===== src/rtl/clock_pkg.sv =====
// Shared types and field limits for the clock/calendar counters.
// Holds the button FSM state encoding and a range-check helper used on loads.
package clock_pkg;

    typedef enum logic [1:0] {
        IDLE   = 2'd0,
        HOLD   = 2'd1,
        REPEAT = 2'd2
    } btn_state_t;

    localparam int HOURS_MAX  = 23;
    localparam int MINSEC_MAX = 59;
    localparam int DAY_MIN    = 1;
    localparam int DAY_MAX    = 31;

    // Signed int compare keeps a MIN of 0 from turning into a constant test
    function automatic logic in_range(input int value, input int lo, input int hi);
        return (value >= lo) && (value <= hi);
    endfunction

endpackage


===== src/rtl/button_repeat.sv =====
// Purpose: edge-detect two adjust buttons, emit one step per press plus hold-to-auto-repeat.
// Latency: first step is combinational on the rising sample; repeat steps follow the hold/repeat timer.
// Backpressure: none; clear (load) or both buttons high forces IDLE and drops any pending step.
module button_repeat
    import clock_pkg::*;
#(
    parameter int HOLD_CYCLES   = 50000000,
    parameter int REPEAT_CYCLES = 10000000
) (
    input  logic clk,
    input  logic reset,
    input  logic btn_up,
    input  logic btn_dn,
    input  logic clear,
    output logic step_up,
    output logic step_dn,
    output logic editing
);

    localparam int TMAX = (HOLD_CYCLES > REPEAT_CYCLES) ? HOLD_CYCLES : REPEAT_CYCLES;
    localparam int TW   = $clog2(TMAX + 1);
    localparam logic [TW-1:0] HOLD_LAST   = TW'(HOLD_CYCLES - 1);
    localparam logic [TW-1:0] REPEAT_LAST = TW'(REPEAT_CYCLES - 1);

    btn_state_t    state;
    logic [TW-1:0] timer;
    logic          dir_up;
    logic          prev_up;
    logic          prev_dn;

    logic rise_up;
    logic rise_dn;
    logic held;
    logic fire;

    // A press only counts when the other button is low, so a chord never steps
    assign rise_up = btn_up & ~prev_up & ~btn_dn;
    assign rise_dn = btn_dn & ~prev_dn & ~btn_up;
    assign held    = dir_up ? (btn_up & ~btn_dn) : (btn_dn & ~btn_up);

    always_comb begin
        fire    = 1'b0;
        step_up = 1'b0;
        step_dn = 1'b0;
        case (state)
            IDLE: begin
                step_up = rise_up;
                step_dn = rise_dn;
            end
            HOLD: begin
                fire    = held && (timer == HOLD_LAST);
                step_up = fire & dir_up;
                step_dn = fire & ~dir_up;
            end
            REPEAT: begin
                fire    = held && (timer == REPEAT_LAST);
                step_up = fire & dir_up;
                step_dn = fire & ~dir_up;
            end
            default: ;
        endcase
        if (reset || clear) begin
            step_up = 1'b0;
            step_dn = 1'b0;
        end
    end

    always_ff @(posedge clk) begin
        // Sampled through reset too, so a button held across reset is not seen as a new press
        prev_up <= btn_up;
        prev_dn <= btn_dn;
        if (reset || clear) begin
            state   <= IDLE;
            timer   <= '0;
            dir_up  <= 1'b0;
            editing <= 1'b0;
        end else begin
            case (state)
                IDLE: begin
                    if (rise_up || rise_dn) begin
                        state   <= HOLD;
                        dir_up  <= rise_up;
                        timer   <= '0;
                        editing <= 1'b1;
                    end
                end
                HOLD, REPEAT: begin
                    if (!held) begin
                        state   <= IDLE;
                        timer   <= '0;
                        editing <= 1'b0;
                    end else if (fire) begin
                        state <= REPEAT;
                        timer <= '0;
                    end else begin
                        timer <= timer + TW'(1);
                    end
                end
                default: begin
                    state   <= IDLE;
                    timer   <= '0;
                    editing <= 1'b0;
                end
            endcase
        end
    end

endmodule


===== src/rtl/time_field_counter.sv =====
// Purpose: one wrap-around clock/calendar field, ticked by the timebase and adjusted by buttons.
// Latency: count, carry and load_err register on the edge that sees the event.
// Backpressure: none; priority reset > load > button step > tick, losers in a cycle are dropped.
module time_field_counter
    import clock_pkg::*;
#(
    parameter int MIN_VALUE     = 0,
    parameter int MAX_VALUE     = HOURS_MAX,
    parameter int WIDTH         = 5,
    parameter int HOLD_CYCLES   = 50000000,
    parameter int REPEAT_CYCLES = 10000000
) (
    input  logic             clk,
    input  logic             reset,
    input  logic             tick,
    input  logic             boton_aumenta,
    input  logic             boton_disminuye,
    input  logic             load,
    input  logic [WIDTH-1:0] load_value,
    output logic [WIDTH-1:0] count,
    output logic             carry,
    output logic             load_err,
    output logic             editing
);

    localparam logic [WIDTH-1:0] MIN_V = WIDTH'(MIN_VALUE);
    localparam logic [WIDTH-1:0] MAX_V = WIDTH'(MAX_VALUE);

    logic             step_up;
    logic             step_dn;
    logic             load_ok;
    logic             at_max;
    logic             at_min;
    logic [WIDTH-1:0] count_inc;
    logic [WIDTH-1:0] count_dec;
    logic             tick_ok;

    button_repeat #(
        .HOLD_CYCLES   (HOLD_CYCLES),
        .REPEAT_CYCLES (REPEAT_CYCLES)
    ) u_btn (
        .clk     (clk),
        .reset   (reset),
        .btn_up  (boton_aumenta),
        .btn_dn  (boton_disminuye),
        .clear   (load),
        .step_up (step_up),
        .step_dn (step_dn),
        .editing (editing)
    );

    assign load_ok   = in_range(int'(load_value), MIN_VALUE, MAX_VALUE);
    assign at_max    = (count == MAX_V);
    assign at_min    = (count == MIN_V);
    assign count_inc = at_max ? MIN_V : count + WIDTH'(1);
    assign count_dec = at_min ? MAX_V : count - WIDTH'(1);
    // Time is frozen while a button is held so adjustment is not fought by the timebase
    assign tick_ok   = tick & ~editing;

    always_ff @(posedge clk) begin
        if (reset) begin
            count    <= MIN_V;
            carry    <= 1'b0;
            load_err <= 1'b0;
        end else begin
            carry    <= 1'b0;
            load_err <= 1'b0;
            if (load) begin
                if (load_ok) begin
                    count <= load_value;
                end else begin
                    load_err <= 1'b1;
                end
            end else if (step_up) begin
                count <= count_inc;
            end else if (step_dn) begin
                count <= count_dec;
            end else if (tick_ok) begin
                count <= count_inc;
                carry <= at_max;
            end
        end
    end

endmodule


===== config.mk =====
export PLATFORM = sky130hd
export DESIGN_NAME = time_field_counter
export DESIGN_NICKNAME = d
export VERILOG_FILES = /design/src/rtl/clock_pkg.sv /design/src/rtl/button_repeat.sv /design/src/rtl/time_field_counter.sv
export SDC_FILE = /design/constraint.sdc
export NUM_CORES = 1
export LEC_CHECK = 0
export BUFFER_PORTS_ARGS = -buffer_cell sky130_fd_sc_hd__buf_2
export CORE_AREA = 5 5 69 71
export DETAILED_ROUTE_END_ITERATION = 8
export DIE_AREA = 0 0 74 76
export PLACE_DENSITY_LB_ADDON = 0.08
export SLEW_MARGIN = 20
export SYNTH_ARGS = -nofsm -noshare
export SYNTH_HDL_FRONTEND = slang
export SYNTH_SLANG_ARGS = --single-unit

===== constraint.sdc =====
create_clock -name clk -period 3 [get_ports clk]
set_input_delay 0.3 -clock clk [delete_from_list [all_inputs] [get_ports clk]]
set_output_delay 0.3 -clock clk [all_outputs]
set_load 0.05 [all_outputs]

[Yosys cells after proc, flatten, opt, wreduce, memory -nomap -nowiden]
Index checks and enable logic that the tools add are counted.
Cells by class
  $add $sub $neg: 3
  $lt $le $gt $ge: 1
  equal/unequal tests: 9
  muxes and demuxes: 25
  bitwise logic cells: 19
  reductions and logical operators: 14
Operator list (count)
  two-way mux 26 bit: 3
  one-hot mux 26 bit (2 select lines): 1
  two-way mux 5 bit: 7
  adder 26 x 1 -> 26 bit (second input constant): 1
  == test 26 x 24 -> 1 bit (second input constant): 1
  == test 26 bit (second input constant): 1
  bitwise AND 1 bit: 11
  NOT 1 bit: 8
  AND reduction 2 bit: 4
  two-way mux 1 bit: 6
  two-way mux 2 bit: 3
  one-hot mux 1 bit (3 select lines): 2
  adder 5 x 1 -> 5 bit (second input constant): 1
  == test 5 bit (second input constant): 1
  <= comparator 5 bit (second input constant): 1
  zero test 5 bit: 1
  OR reduction 5 bit: 1
  subtractor 5 x 1 -> 5 bit (second input constant): 1
  != test 2 x 1 -> 1 bit (second input constant): 2
  one-hot mux 1 bit (2 select lines): 2
  one-hot mux 2 bit (2 select lines): 1
  nonzero test 4 bit: 1
  OR reduction 2 bit: 2
  != test 3 bit (second input constant): 1
  other kinds (6): 8
Storage, ports and cells
  bits in registers: 39
  input bits: 11
  output and inout bits: 8
  logic and storage cells: 80

[Depth between registers and ports, before layout]
  depth in word-level cells: 10
  mapped depth: 9
  gate-level depth less buffers: 8

[Hierarchy]
From an unflattened synthesis, not the netlist that was laid out.
Second synthesis, totals
  cell total of the unflattened synthesis: 300
  area total of the unflattened synthesis: 2473.6 µm²
Modules (own cells, without submodules)
  button_repeat: times used 1, cells each 229, area an instance 1914.3 µm², seq. area each 640.6 µm²
  time_field_counter: times used 1, cells each 71, area an instance 559.3 µm², seq. area each 140.1 µm²

[Worst setup path after synthesis]
No wires, ideal clock.
  path kind: register to register
  start: register u_btn.state[0]
  end: register count[0]
  library setup time: 0.088 ns
  arrival: 2.155 ns
  data required time: 2.912 ns
  setup slack: 0.757 ns
  stages on the path, launching flop included: 9
  path buffers: 0
  clock period less this slack: 2.243 ns
  cells stage by stage: dfxtp_1 -> inv_1 -> ha_1 -> nand3b_1 -> or4_1 -> a211oi_2 -> a31oi_2 -> a211o_1 -> a311oi_2
Between the ends
  cells in the longest elaborated chain, start to end: 6
  elaborated cells on any way between the ends: 12
  classes of those cells: eq/ne: 2; mux: 7; reduce/logical: 3
Ends and longest elaborated chain
  start: declaration: RTL line button_repeat.sv:25  | btn_state_t state;
  start signal: assignment: RTL line button_repeat.sv:73  | state <= IDLE;
  start signal: assignment: RTL line button_repeat.sv:81  | state <= HOLD;
  start signal: assignment: RTL line button_repeat.sv:89  | state <= IDLE;
  == test 2 bit, or another cell as far along: RTL line button_repeat.sv:45  | case (state)
  one-hot mux 1 bit (3 select lines): RTL line button_repeat.sv:45
  two-way mux 1 bit: RTL line button_repeat.sv:62  | if (reset || clear) begin
  two-way mux 5 bit: RTL line time_field_counter.sv:76  | end else if (step_dn) begin
  two-way mux 5 bit: RTL line time_field_counter.sv:74  | end else if (step_up) begin
  two-way mux 5 bit: RTL line time_field_counter.sv:68  | if (load) begin
  end signal: assignment: RTL line time_field_counter.sv:70  | count <= load_value;
  end signal: assignment: RTL line time_field_counter.sv:75  | count <= count_inc;
  end signal: assignment: RTL line time_field_counter.sv:77  | count <= count_dec;
  end: declaration: RTL line time_field_counter.sv:20  | output logic [WIDTH-1:0] count,
Parallel ways exist; a longest one is shown, timed or not.
A chain may end at the register's enable or synchronous reset.

[Worst setup path after layout]
  start: register u_btn.timer[8]
  end: register u_btn.timer[8]
Between the ends
  cells in the longest elaborated chain, start to end: 6
  elaborated cells on any way between the ends: 9
  classes of those cells: add/sub: 1; eq/ne: 2; mux: 4; reduce/logical: 2
Ends and longest elaborated chain
  start: declaration: RTL line button_repeat.sv:26  | logic [TW-1:0] timer;
  start signal: assignment: RTL line button_repeat.sv:96  | timer <= timer + TW'(1);
  parallel branches: the longest is 3 deep, another holds adder 26 x 1 -> 26 bit
  two-way mux 26 bit *: RTL line button_repeat.sv:92  | end else if (fire) begin
  two-way mux 26 bit *: RTL line button_repeat.sv:88  | if (!held) begin
  one-hot mux 26 bit (2 select lines) *: RTL line button_repeat.sv:78  | case (state)
Mark *: on every way between the ends.

==> metrics.csv <==
stage;metric;value;unit
global_routing;grt_antenna_before_repair;0;
drt;detail_route.iter0.violations;117;
pwr;post-layout-total-power;1.047;mW
logic_synthesis;synth_cells;272;
worst_setup_path;timing.critical_path.from;u_btn.timer[8];
logic_synthesis;mappedNetlistNets;290;
layout;antenna_cells;0;
drt;drt-total-wl;4874;um
worst_setup_path;timing.critical_path.from_type;flip-flop;
die;core_area;4174;um^2
logic_synthesis;synth_async_sr_flop_share;0;%
global_routing;grt_max_degree;20;
layout;design.final.nets;311;
pwr;static-leakage-power;0.8577;nW
die;full_die_area;5624;um^2
timing;finClkSkew;0.008068;ns
layout;final_common_cell;nor2_1;
timing;timing.final.ws_setup;0.4802;ns
logic_synthesis;yosysSeqAreaShare;34.23;%
logic_synthesis;synthesis.area;2281;um^2
worst_setup_path;rr_startpoint;u_btn.timer[8];
clock_network;cts-hold-fix-buffers;0;
logic_synthesis;synth_cell_type_count;54;
clock_network;cts.reportedPaths.clkPinSlew;0.08;ns
clock_network;clk_latency;0.29;ns
drt;detail_route.first_pass.iterations;4;
logic_synthesis;edff_count_synth;0;
die;placementRows;24;
placement;gpl.final_weighted_congestion;0.8293;
placement;dp.final_hpwl;3625;um
logic_synthesis;synthTopCellsByArea;dfxtp_1, nor2_1, xnor2_1, nand2_1, ha_1;
min_path;worst_min_delay_path_category;primary input to flip-flop;
layout;final_cell_count_no_fill;346;
logic_synthesis;yosysWarnings;0;
logic_synthesis;synthesis.area_per_instance;8.386;um^2
logic_synthesis;postSynthRegisterBits;39;
clock_network;tritoncts_num_sinks;39;
worst_setup_path;cp.required;3.18;ns
timing;finalHoldViolations;0;
layout;final_layout_size_suffix_gt1_share;16.67;%
drt;detailroute.via_count;1980;
die;start_util;54.65;%
placement;portBuffers;18;
drt;final_antenna_net_count;0;
logic_synthesis;synthDominantCellAreaShare;34.23;%
timing;setup-tns-final;0;ns
timing;slew_viol_final;0;
timing;worst_slew_pin_slew;0.5717;ns
layout;flow.area_growth_from_synthesis;10.04;%
worst_setup_path;rrSetupSlack;0.48;ns
global_routing;grt.total_usage;18.62;%
timing;achievable-frequency;0.3969;GHz
die;ios;19;
worst_setup_path;cp_data_arrival_time;2.70;ns
placement;post-place-cells;338;
clock_network;h-tree-depth;2;
layout;final_cell_mix;nor2_1, dfxtp_1, nand2_1, buf_2, nand4_1;
layout;layout.core_utilization;60.13;%
drt;drt-wirelength-per-cell;14.09;um
global_routing;grt_remaining_overflow;0;
worst_setup_path;worst-path-max-fanout;18;
timing;grt_setup_unrepaired;no;
worst_setup_path;worst_reg2reg_path_endpoint;u_btn.timer[8];
timing;slew_headroom;61.71;%
die;die-width;74;um
global_routing;global_route_wire_length_before_repair;8445;um
clock_network;tritoncts;yes;
clock_network;root_buffer_master;clkbuf_8;
clock_network;max-clock-path-buffers;2;
clock_network;cts_made_buffers;5;
pwr;ir_drop;0.0002067;V
outcome;run_status;complete, no violations;
timing;min_period;2.520;ns
clock_network;cts_repair_resize_count;0;
logic_synthesis;yosysTopAreaCell;dfxtp_1;
worst_setup_path;endpoint;u_btn.timer[8];
worst_setup_path;end_kind;flip-flop;
min_path;holdPathStages;1;
drt;detail_route.vias_per_cell;5.723;
logic_synthesis;synth_ff_type;dfxtp_1;
worst_setup_path;critPathKind;flip-flop to flip-flop;
timing;setup-violations-final;0;
pwr;power-per-cell-area;417.1;nW/um^2
worst_setup_path;ff2ff_path_depth;7;
drt;drcViolationCount;0;
global_routing;first_global_vias;1831;
flow_run;cap_violations;0;
placement;worst_slack_after_detailed_placement;0.4911;ns
die;fp.dieH;76;um
timing;final_min_period_over_clock_period;83.99;%
clock_network;post_cts_buffers;0;
[cells in the mapped netlist (all sizes together) (2+ instances only)]
master,number
a211o,2
a211oi,4
a21oi,9
a311oi,2
a31oi,6
and3,3
and3b,2
buf,3
clkbuf,6
dfxtp,39
ha,7
inv,9
mux2,4
mux2i,2
nand2,24
nand2b,2
nand3,11
nand3b,2
nand4,14
nand4bb,2
nor2,42
nor2b,5
nor3,10
nor3b,2
nor4b,2
o21ai,6
o21bai,2
or3,4
or3b,2
or4,5
xnor2,13
xor2,10
[worst max-delay path, stage by stage (launching register included)]
cell and delay, ns:
dfxtp_1 0.35, or4_1 0.53, or4_4 0.48, a21o_1 0.19
and2_1 0.22, o21ai_4 0.28, buf_4 0.29, nor2_1 0.07
[metrics by stage]
| step | instance area [um^2] | hold WS (ns) |
|---|---|---|
| floorplan | 2281 | 0.3277 |
| global placement | 2429 | 0.4616 |
| detailed placement | 2429 | 0.4760 |
| CTS | 2510 | 0.1626 |
| global route | 2510 | 0.1711 |
| finish | 2510 | 0.1650 |
[cell families after synthesis]
group                    share of synthesized area [%]
XOR/XNOR                                         8.831
buffers and inverters                            3.456
AO/OA/AOI/OAI                                    15.36
flip-flops                                       34.23
adder cells (fa/ha/maj)                          3.840
AND/OR/NAND/NOR                                  31.43
multiplexers                                     2.852
[worst min path at each step]
stage | start | slack, ns | endpoint
after global placement | u_btn.timer[1] | 0.46 | u_btn.timer[1]
after detailed placement | boton_aumenta | 0.48 | u_btn.prev_up
after CTS | boton_disminuye | 0.16 | u_btn.prev_dn
after global routing | boton_aumenta | 0.17 | u_btn.prev_up
after floorplan | boton_disminuye | 0.33 | u_btn.prev_dn
final | boton_disminuye | 0.17 | u_btn.prev_dn
[cell type report]
| type | instances | area, um^2 |
|---|---|---|
| clock buffers | 7 | 76.32 |
| repair buffers | 23 | 127.6 |
| fillers | 391 | 1664 |
| multi-input cells | 215 | 1421 |
| flip-flops and latches | 39 | 780.7 |
| inverters | 9 | 33.78 |
| well taps | 52 | 65.06 |
| clock inverters | 1 | 5.005 |
[state kept, by name, summed over array words and instances (netlist names)]
| register | flops |
|---|---|
| u_btn.timer | 26 |
| count | 5 |
| u_btn.state | 2 |
| carry | 1 |
| load_err | 1 |
| u_btn.dir_up | 1 |
| u_btn.editing | 1 |
| u_btn.prev_dn | 1 |
| u_btn.prev_up | 1 |
[power by group]
group	switching, mW	internal [mW]
sequential	0.0179	0.529
combinational	0.0967	0.0592
clock	0.181	0.163
total	0.295	0.751
[layer usage]
metal | up-vias | part of all wire [%] | track usage, %
li1 | 1011 | - | -
met1 | 919 | 47 | 24.94
met2 | 41 | 48 | 29.70
met3 | 9 | 3.8 | 4.354
met4 | 0 | 1.3 | 4.891
met5 | - | 0 | 0
No activity file was read; power rests on OpenSTA's default activity.
